File: config.mk
export PLATFORM = sky130hd
export DESIGN_NAME = add_sub_seq_flat
export DESIGN_NICKNAME = d
export VERILOG_FILES = /design/src/rtl/add_sub_seq_if.sv /design/src/rtl/add_sub_seq.sv /design/src/flat_wrapper.sv
export SDC_FILE = /design/constraint.sdc
export NUM_CORES = 1
export LEC_CHECK = 0
export ABC_AREA = 1
export BUFFER_PORTS_ARGS = -buffer_cell sky130_fd_sc_hd__buf_2
export CAP_MARGIN = 10
export CORE_MARGIN = 8
export CORE_UTILIZATION = 25
export CTS_CLUSTER_DIAMETER = 200
export DETAILED_ROUTE_END_ITERATION = 8
export PLACE_DENSITY = 0.48
export SETUP_SLACK_MARGIN = 0.4
export SLEW_MARGIN = 20
export SYNTH_ARGS = -nofsm -noshare
export SYNTH_HDL_FRONTEND = slang
export SYNTH_SLANG_ARGS = --single-unit
File: constraint.sdc
create_clock -name clk -period 5.7 [get_ports clk]
set_input_delay 0.285 -clock clk [delete_from_list [all_inputs] [get_ports clk]]
set_output_delay 0.285 -clock clk [all_outputs]
set_load 0.1 [all_outputs]
File: src/rtl/add_sub_seq_if.sv
// add_sub_seq_if: request/result bundle for the serial nibble adder/subtractor.
// Two requesters share the request side; one consumer takes results.
// Optional feature macro: ADD_SUB_SEQ_OVF_EN adds the res_ovf signal.
interface add_sub_seq_if #(
    parameter int NIBBLES = 4
);
    localparam int W = 4 * NIBBLES;

    logic [1:0]     req_valid;
    logic [1:0]     req_op;
    logic [2*W-1:0] req_a;
    logic [2*W-1:0] req_b;
    logic [1:0]     req_ready;
    logic           res_valid;
    logic           res_ready;
    logic [W-1:0]   res_sum;
    logic           res_cout;
    logic           res_id;
    logic           busy;
`ifdef ADD_SUB_SEQ_OVF_EN
    logic           res_ovf;
`endif

    modport master (
        output req_valid, req_op, req_a, req_b, res_ready,
        input  req_ready, res_valid, res_sum, res_cout, res_id, busy
`ifdef ADD_SUB_SEQ_OVF_EN
        , input res_ovf
`endif
    );

    modport slave (
        input  req_valid, req_op, req_a, req_b, res_ready,
        output req_ready, res_valid, res_sum, res_cout, res_id, busy
`ifdef ADD_SUB_SEQ_OVF_EN
        , output res_ovf
`endif
    );
endinterface

File: src/rtl/add_sub_seq.sv
// add_sub_seq: two-requester arbitrated add/subtract unit that runs one 4-bit
// slice serially over NIBBLES nibbles, LSB first, then holds the result until
// the consumer accepts it.
// Optional feature macro: ADD_SUB_SEQ_OVF_EN adds res_ovf (signed overflow).
module add_sub_seq #(
    parameter int NIBBLES = 4
) (
    input  logic          clk,
    input  logic          rst_n,
    add_sub_seq_if.slave  bus
);
    localparam int W  = 4 * NIBBLES;
    localparam int CW = $clog2(NIBBLES);
    localparam logic [CW-1:0] LAST_NIB = CW'(NIBBLES - 1);
    localparam logic [CW-1:0] CNT_ONE  = CW'(1);
    localparam logic [CW-1:0] CNT_ZERO = CW'(0);
`ifdef ADD_SUB_SEQ_OVF_EN
    localparam int SW = 6;
`else
    localparam int SW = 5;
`endif

    typedef enum logic [1:0] {
        IDLE = 2'd0,
        CALC = 2'd1,
        DONE = 2'd2
    } state_t;

    // The single 4-bit slice: B is inverted for subtract, carry-in explicit.
    // Returns {[carry into bit 3,] carry out, sum[3:0]}.
    function automatic logic [SW-1:0] slice_addsub(
        input logic [3:0] a,
        input logic [3:0] b,
        input logic       op,
        input logic       cin
    );
        logic [3:0] bx;
        logic [3:0] low;
        logic [1:0] top;
        bx  = b ^ {4{op}};
        low = {1'b0, a[2:0]} + {1'b0, bx[2:0]} + {3'b000, cin};
        top = {1'b0, a[3]} + {1'b0, bx[3]} + {1'b0, low[3]};
`ifdef ADD_SUB_SEQ_OVF_EN
        slice_addsub = {low[3], top[1], top[0], low[2:0]};
`else
        slice_addsub = {top[1], top[0], low[2:0]};
`endif
    endfunction

    state_t        state_q, state_d;
    logic [W-1:0]  a_q, a_d;
    logic [W-1:0]  b_q, b_d;
    logic          op_q, op_d;
    logic          id_q, id_d;
    logic          last_q, last_d;
    logic [CW-1:0] cnt_q, cnt_d;
    logic          carry_q, carry_d;
    logic          res_valid_q, res_valid_d;
    logic [W-1:0]  res_sum_q, res_sum_d;
    logic          res_cout_q, res_cout_d;
    logic          res_id_q, res_id_d;
`ifdef ADD_SUB_SEQ_OVF_EN
    logic          res_ovf_q, res_ovf_d;
`endif
    logic          grant_s;
    logic [1:0]    req_ready_s;
    logic          cin_s;
    logic [SW-1:0] slice_s;

    // Next-state logic: arbitration in IDLE, one nibble per CALC cycle, hold in DONE.
    always_comb begin
        state_d     = state_q;
        a_d         = a_q;
        b_d         = b_q;
        op_d        = op_q;
        id_d        = id_q;
        last_d      = last_q;
        cnt_d       = cnt_q;
        carry_d     = carry_q;
        res_valid_d = res_valid_q;
        res_sum_d   = res_sum_q;
        res_cout_d  = res_cout_q;
        res_id_d    = res_id_q;
`ifdef ADD_SUB_SEQ_OVF_EN
        res_ovf_d   = res_ovf_q;
`endif
        grant_s     = 1'b0;
        req_ready_s = 2'b00;
        if (cnt_q == CNT_ZERO) begin
            cin_s = op_q;
        end else begin
            cin_s = carry_q;
        end
        slice_s = slice_addsub(a_q[3:0], b_q[3:0], op_q, cin_s);

        case (state_q)
            IDLE: begin
                if (bus.req_valid != 2'b00) begin
                    // Both asking: the one not served last wins.
                    if (bus.req_valid == 2'b11) begin
                        grant_s = ~last_q;
                    end else begin
                        grant_s = bus.req_valid[1];
                    end
                    if (grant_s) begin
                        req_ready_s = 2'b10;
                        a_d         = bus.req_a[2*W-1:W];
                        b_d         = bus.req_b[2*W-1:W];
                        op_d        = bus.req_op[1];
                    end else begin
                        req_ready_s = 2'b01;
                        a_d         = bus.req_a[W-1:0];
                        b_d         = bus.req_b[W-1:0];
                        op_d        = bus.req_op[0];
                    end
                    id_d    = grant_s;
                    last_d  = grant_s;
                    cnt_d   = CNT_ZERO;
                    state_d = CALC;
                end else begin
                    state_d = IDLE;
                end
            end
            CALC: begin
                // Result nibbles shift into the top of A as operand nibbles leave the bottom.
                a_d     = {slice_s[3:0], a_q[W-1:4]};
                b_d     = {4'h0, b_q[W-1:4]};
                carry_d = slice_s[4];
                cnt_d   = cnt_q + CNT_ONE;
                if (cnt_q == LAST_NIB) begin
                    res_sum_d   = {slice_s[3:0], a_q[W-1:4]};
                    res_cout_d  = slice_s[4];
                    res_id_d    = id_q;
                    res_valid_d = 1'b1;
`ifdef ADD_SUB_SEQ_OVF_EN
                    res_ovf_d   = slice_s[5] ^ slice_s[4];
`endif
                    state_d     = DONE;
                end else begin
                    state_d = CALC;
                end
            end
            DONE: begin
                if (bus.res_ready) begin
                    res_valid_d = 1'b0;
                    state_d     = IDLE;
                end else begin
                    state_d = DONE;
                end
            end
            default: begin
                res_valid_d = 1'b0;
                state_d     = IDLE;
            end
        endcase
    end

    // State and datapath registers; reset abandons any operation in flight.
    always_ff @(posedge clk or negedge rst_n) begin
        if (!rst_n) begin
            state_q     <= IDLE;
            a_q         <= {W{1'b0}};
            b_q         <= {W{1'b0}};
            op_q        <= 1'b0;
            id_q        <= 1'b0;
            last_q      <= 1'b1;
            cnt_q       <= CNT_ZERO;
            carry_q     <= 1'b0;
            res_valid_q <= 1'b0;
            res_sum_q   <= {W{1'b0}};
            res_cout_q  <= 1'b0;
            res_id_q    <= 1'b0;
`ifdef ADD_SUB_SEQ_OVF_EN
            res_ovf_q   <= 1'b0;
`endif
        end else begin
            state_q     <= state_d;
            a_q         <= a_d;
            b_q         <= b_d;
            op_q        <= op_d;
            id_q        <= id_d;
            last_q      <= last_d;
            cnt_q       <= cnt_d;
            carry_q     <= carry_d;
            res_valid_q <= res_valid_d;
            res_sum_q   <= res_sum_d;
            res_cout_q  <= res_cout_d;
            res_id_q    <= res_id_d;
`ifdef ADD_SUB_SEQ_OVF_EN
            res_ovf_q   <= res_ovf_d;
`endif
        end
    end

    // The grant pulse is qualified by rst_n so it is low while reset is held.
    assign bus.req_ready = req_ready_s & {2{rst_n}};
    assign bus.res_valid = res_valid_q;
    assign bus.res_sum   = res_sum_q;
    assign bus.res_cout  = res_cout_q;
    assign bus.res_id    = res_id_q;
    assign bus.busy      = (state_q != IDLE);
`ifdef ADD_SUB_SEQ_OVF_EN
    assign bus.res_ovf   = res_ovf_q;
`endif
endmodule
File: src/flat_wrapper.sv
// flat-port wrapper written by rule: the top's interface ports become plain ports
module add_sub_seq_flat 
#(
    parameter int NIBBLES = 4
)
  (clk, rst_n, bus_req_valid, bus_req_op, bus_req_a, bus_req_b, bus_res_ready, bus_req_ready, bus_res_valid, bus_res_sum, bus_res_cout, bus_res_id, bus_busy);
  add_sub_seq_if #(.NIBBLES(NIBBLES)) bus_i ();
  input  logic clk;
  input  logic rst_n;
  input wire logic [$bits(bus_i.req_valid)-1:0] bus_req_valid;
  input wire logic [$bits(bus_i.req_op)-1:0] bus_req_op;
  input wire logic [$bits(bus_i.req_a)-1:0] bus_req_a;
  input wire logic [$bits(bus_i.req_b)-1:0] bus_req_b;
  input wire logic [$bits(bus_i.res_ready)-1:0] bus_res_ready;
  output wire logic [$bits(bus_i.req_ready)-1:0] bus_req_ready;
  output wire logic [$bits(bus_i.res_valid)-1:0] bus_res_valid;
  output wire logic [$bits(bus_i.res_sum)-1:0] bus_res_sum;
  output wire logic [$bits(bus_i.res_cout)-1:0] bus_res_cout;
  output wire logic [$bits(bus_i.res_id)-1:0] bus_res_id;
  output wire logic [$bits(bus_i.busy)-1:0] bus_busy;
  assign bus_i.req_valid = bus_req_valid;
  assign bus_i.req_op = bus_req_op;
  assign bus_i.req_a = bus_req_a;
  assign bus_i.req_b = bus_req_b;
  assign bus_i.res_ready = bus_res_ready;
  assign bus_req_ready = bus_i.req_ready;
  assign bus_res_valid = bus_i.res_valid;
  assign bus_res_sum = bus_i.res_sum;
  assign bus_res_cout = bus_i.res_cout;
  assign bus_res_id = bus_i.res_id;
  assign bus_busy = bus_i.busy;
  add_sub_seq #(.NIBBLES(NIBBLES)) u_core (.clk(clk), .rst_n(rst_n), .bus(bus_i));
endmodule
==> results of run 1 <==
-- stage by stage --
stage | std cells | setup WS [ns]
2_1_floorplan | 451 | 2.53
3_3_place_gp | 694 | 3.33
3_5_place_dp | 694 | 3.30
4_1_cts | 710 | 2.93
5_1_grt | 710 | 2.72
6_report | 710 | 2.99
-- cells in the final DEF (no fill, tap or decap), types with 3 or more instances in the layout --
cell type / n
buf_2: 92
ha_1: 4
fa_1: 3
nor2_1: 8
bufinv_16: 3
nand3_1: 119
clkbuf_8: 3
inv_1: 74
o21ai_1: 4
xor2_1: 5
o21ai_0: 10
dfrtp_1: 58
nand2_1: 127
clkbuf_16: 9
inv_2: 3
-- final cells by class --
cell class | instances | share of cell area [%]
timing repair buffer | 94 | 11.3
multi-input combinational | 288 | 32.9
clock buffer | 12 | 6.33
sequential | 59 | 35.1
tap | 176 | 5.23
clock inverter | 4 | 2.26
inverter | 77 | 6.87
-- layer usage --
layer	track usage, %	wire, µm
met3	2.82	340
met2	17.5	4320
met4	3.83	129
met5	0	0
met1	14.7	4690
-- cell families after synthesis --
group | share of synthesized area (%)
fa+ha+maj | 3.31
compound gates | 2.64
simple gates | 34.4
buf+inv | 13.9
flops | 44.5
xor+xnor | 1.32
-- worst paths after layout --
check                                           start               endpoint  slack [ns]  cells after the start
worst max-delay path                    u_core.last_q       bus_req_ready[0]        2.99                      5
max in group asynchronous                       rst_n          u_core.a_q[4]        5.08                      2
min in group clk                        bus_res_ready      u_core.state_q[1]        0.15                      2
worst max register to register          u_core.last_q            u_core.op_q        3.50                      6
worst min-delay path                            rst_n         u_core.b_q[12]        0.11                      2
worst min register to register  u_core.bus.res_sum[2]  u_core.bus.res_sum[2]        0.46                      2
-- registers in the layout (all words and copies together), names as in the netlist, 2 cells and up --
| signal | count |
|---|---|
| u_core.state_q | 2 |
| u_core.cnt_q | 2 |
| u_core.b_q | 16 |
| u_core.a_q | 16 |
| u_core.bus.res_sum | 16 |
-- power by group --
group | switching, mW | total (mW) | internal [mW]
Sequential | 0.135 | 0.768 | 0.633
Combinational | 1.12 | 1.50 | 0.381
Clock | 0.189 | 0.651 | 0.462
==> flow_summary_export.csv, run 1 <==
group,metric,value,unit
logic_synthesis,synth_top_area_share,43.7,%
setup_path,cp_top_family,"simple AND/OR/NAND/NOR gates",
power,power.leakage,2.37,nW
setup_path,crit_path_frequent_cell,"nand2_1",
logic_synthesis,synth.distinct_cells,21,
layout,stdcell_area,4210,µm²
cts,postCtsSetupBuffers,0,
layout,utilization,32.0,%
sta,relSlewSlack,32.7,%
drt,wl_per_cell,13.4,µm
sta,rsz0062_at_grt,"false",
power,ir_drop,0.512,mV
floorplan,start_util,25.3,%
run,drv_cap,0,
global_route,antenna_found_initial,0,
setup_path,cp_slowest_cell,"nand2_1",
cts,htree_levels,3,
cts,clock_sinks,59,
sta,fin_setup_tns,0,ns
setup_path,cpPeakStageDelay,0.58,ns
placement,hpwl,6780,µm
layout,areaGrowthSynthToFinish,26.6,%
cts,clockBufferDepth,2,
setup_path,cp_max_fo,30,
drt,remaining_drc_errors,0,
drt,detail_route.first_pass.iterations,4,
global_route,grt_pass1_wl,15600,µm
setup_path,end_kind,"output port",
sta,finalHoldViolCount,0,
sta,drv_slew,0,
logic_synthesis,netlist_top_cells_count,"nand2_1, nand3_1, inv_1",
logic_synthesis,synth_nets,529,
cts,postCtsResizedCells,0,
floorplan,dieHeight,131,µm
logic_synthesis,synth_area_leaders,"dfrtp_1, nand3_1, nand2_1",
outcome,status,"complete, no violations",
setup_path,arrival,2.43,ns
floorplan,rows,42,
layout,multi_input_area,1380,µm²
logic_synthesis,synth_area,3320,µm²
setup_path,crit_required,5.41,ns
min_path,hp-class,"in -> async",
drt,post_drt_via_cell_ratio,4.31,
global_route,grt_pass1_vias,3105,
logic_synthesis,avgSynthCellArea,7.37,µm²
logic_synthesis,syn_inst,451,
sta,timing.final.crit_share,47.6,%
logic_synthesis,ys_seq_area_share,44.5,%
global_route,track_usage,11.2,%
global_route,grt_max_degree,61,
sta,tightest_slew,1.01,ns
sta,min_period,2.71,ns
layout,num_antenna_cells,0,
setup_path,crit_buf_inv,2,
sta,holdWs,0.115,ns
setup_path,critPathLaunchType,"flip-flop",
drt,drt-initial-drc-count,168,
setup_path,criticalPathCategory,"reg -> out",
floorplan,dieArea,17200,µm²
logic_synthesis,ys_warn_count,0,
placement,place_congestion,0.792,
cts,clockRootBuffer,"clkbuf_16",
placement,post_dp_cell_area,3850,µm²
logic_synthesis,ys.flop_type,"dfrtp_1",
layout,regArea,1480,µm²
sta,setup_violations,0,
drt,postRouteAntennaNets,0,
layout,nNetsFinal,607,
global_route,grt_overflow,0,
drt,vias,3058,
cts,clk_latency,0.33,ns
cts,clkTransAtPathRegs,0.05,ns
floorplan,core,13100,µm²
cts,cts_buffers,9,
logic_synthesis,synth_most_common_cell,"nand2_1",
power,power,2.92,mW
logic_synthesis,synth_edf_count,0,
sta,skew,0.00645,ns
drt,routed_wl,9480,µm
logic_synthesis,synthArstFlopShare,100,%
cts,cts_tree,"done",
logic_synthesis,ys_ff_latch,59,
sta,timing.fmax,369,MHz
layout,fill_cells,1465,
logic_synthesis,yosys.area.top_type,"dfrtp_1",
placement,port_buffers,92,
setup_path,path_cells,"nand2_1, nand2_1, inv_1, nor3_1, buf_2",
floorplan,io_pins,93,
layout,drive_gt1_share,22.1,%
floorplan,die_w,131,µm
power,power.density,693,nW/µm²
cts,cts_hold_buf,0,
Note: power is estimated with default switching activity, not from simulation.
==> inputs of run 2 (changes only) <==
- PLACE_DENSITY: 0.48 -> 0.5
- clock period: 5.7 -> 2.2 ns (I/O delays scaled with it)
==> run 2 against run 1 <==
  * The flow now finishes with violations (hold timing)
  * First-iteration DRC count grew 41%
  * Count of clock-buffer cells in the layout shrank 1
  * Register-to-register slack lost 3.3 ns
  * Global-route usage grew 0.42 points
  * Critical endpoint is now u_core.a_q[14]
  * Largest cell class unchanged
==> flow_summary_export.csv, run 2 (synthesis gave the netlist of run 1 again) <==
group,metric,value,unit
power,switching_share,50.8,%
global_route,antenna_found_initial,0,
sta,tightest_slew,0.772,ns
drt,remaining_drc_errors,0,
setup_path,cp_slowest_cell,"dfrtp_1",
drt,detail_route.first_pass.iterations,5,
sta,fin_setup_tns,0,ns
cts,clockRootBuffer,"clkbuf_16",
floorplan,start_util,25.3,%
layout,areaGrowthSynthToFinish,31.1,%
outcome,status,"finished, violations left",
cts,clkTransAtPathRegs,0.05,ns
global_route,grt_max_degree,60,
setup_path,criticalPathCategory,"reg -> reg",
layout,nNetsFinal,621,
floorplan,io_pins,93,
power,ir_drop,0.586,mV
global_route,grt_pass1_wl,16300,µm
global_route,grt_pass1_vias,3270,
placement,port_buffers,92,
drt,drt-initial-drc-count,237,
cts,htree_levels,3,
cts,clockBufferDepth,2,
drt,wl_met3,525,µm
sta,setup_violations,0,
floorplan,die_w,131,µm
placement,place_congestion,0.772,
power,clkPwrFrac,18.0,%
setup_path,critPathLaunchType,"flip-flop",
layout,final_cell_mix,"nand2_1, nand3_1, buf_2, inv_1, dfrtp_1",
floorplan,dieArea,17200,µm²
sta,rsz0062_at_grt,"true",
drt,post_drt_via_cell_ratio,4.40,
drt,wl_met1,4400,µm
sta,timing.final.crit_share,89.5,%
power,power.density,1760,nW/µm²
floorplan,rows,42,
power,power.net_switching,3.89,mW
setup_path,crit_required,2.46,ns
layout,stdcell_area,4360,µm²
layout,final_common_cell,"nand2_1",
power,p_seq_share,26.4,%
floorplan,core,13100,µm²
sta,finalHoldViolCount,24,
run,drv_cap,0,
cts,cts_buffers,9,
power,pwr-share-comb,55.5,%
drt,wl_per_cell,13.4,µm
layout,multi_input_area,1460,µm²
floorplan,dieHeight,131,µm
setup_path,path_cells,"inv_2, ha_4, nor2_4, a21oi_2, fa_2, buf_4, fa_2, xor2_1, nand2_1, nand3_1",
global_route,track_usage,11.6,%
power,power.internal,3.78,mW
cts,clock_sinks,59,
sta,min_period,1.97,ns
sta,relSlewSlack,48.6,%
setup_path,end_kind,"flip-flop",
drt,dr_wl_met2,4650,µm
sta,drv_slew,0,
cts,clk_latency,0.33,ns
layout,drive_gt1_share,27.4,%
setup_path,cp_max_fo,2,
placement,hpwl,7020,µm
setup_path,arrival,2.23,ns
sta,timing.fmax,508,MHz
drt,routed_wl,9680,µm
layout,regArea,1480,µm²
min_path,hp-class,"in -> async",
global_route,grt_overflow,0,
drt,postRouteAntennaNets,0,
setup_path,crit_path_frequent_cell,"fa_2",
sta,holdWs,-0.0230,ns
drt,vias,3187,
layout,num_antenna_cells,0,
layout,fill_cells,1451,
power,power.leakage,2.41,nW
drt,maxUsedRoutingLayer,"met4",
setup_path,cp_top_family,"adder cells",
outcome,violations,"hold timing",
setup_path,crit_buf_inv,2,
placement,post_dp_cell_area,3960,µm²
cts,cts_tree,"done",
setup_path,cpPeakStageDelay,0.36,ns
sta,skew,0.00735,ns
==> run 2: cell types whose count changed in the layout (fill, tap and decap cells not counted), sizes merged <==
cell and delta:
dlygate4sd3 +1, clkinvlp +1, clkbuf -1, bufinv -2, buf +13, clkinv +2
==> run 2: final cells by class <==
class	instances	area share [%]
Sequential cell	59	34.0
Timing Repair Buffer	108	14.1
Multi-Input combinational cell	288	33.5
Clock inverter	5	1.21
Tap cell	176	5.06
Clock buffer	11	5.57
Inverter	77	6.64
==> run 2: power groups by stage <==
stage               Combinational [mW]  Clock (mW)  Sequential, mW
floorplan                         2.25           0            3.02
global placement                  3.99           0            2.01
detailed placement                4.06           0            2.03
CTS                               4.26        1.41            2.02
global route                      4.71        1.46            2.09
finish                            4.26        1.38            2.03
==> run 2: worst reg2reg max path, cell delays in order (launching register included) <==
cell and delay [ns]:
dfrtp_1 0.36, inv_2 0.06, ha_4 0.16, nor2_4 0.07, a21oi_2 0.04, fa_2 0.35
buf_4 0.14, fa_2 0.33, xor2_1 0.20, nand2_1 0.08, nand3_1 0.09
==> run 2: metal layers <==
layer / global-route usage [%] / vias up
li1: - / 1592
met1: 14.3 / 1501
met2: 19.2 / 83
met3: 3.51 / 11
met4: 3.32 / 0
met5: 0 / -
==> run 2: per-stage QoR <==
stage                     power [mW]  utilization (%)  cells  worst slack, ns  hold WS, ns
after detailed placement        6.09             30.1    701            0.161        0.328
after global placement          6.00             30.1    701            0.211        0.309
after CTS                       7.69             32.9    722            0.158       0.0288
final                           7.67             33.2    724            0.230      -0.0230
after global routing            8.26             33.2    724            0.118       0.0592
after floorplan                 5.27                -    451           0.0439       -0.186
==> run 2: path summary, 6_finish.rpt <==
path                                             start                     end  slack [ns]  depth (start not counted)
worst max-delay path                   u_core.cnt_q[1]          u_core.a_q[14]        0.23                         10
worst min-delay path                             rst_n          u_core.b_q[15]       -0.02                          2
worst max register to register         u_core.cnt_q[1]          u_core.a_q[14]        0.23                         10
worst min register to register  u_core.bus.res_sum[10]  u_core.bus.res_sum[10]        0.47                          2
max in group asynchronous                        rst_n             u_core.op_q        1.68                          2
min in group clk                         bus_req_b[29]          u_core.b_q[13]        0.06                          3
==> run 2: what timing repair did <==
action                                 CTS  global route
pin swaps                               10             6
hold buffers                             1             0
setup endpoints to repair                9             9
resized for setup                       12             4
endpoints found under the hold margin    1             0
setup buffers                            4             2
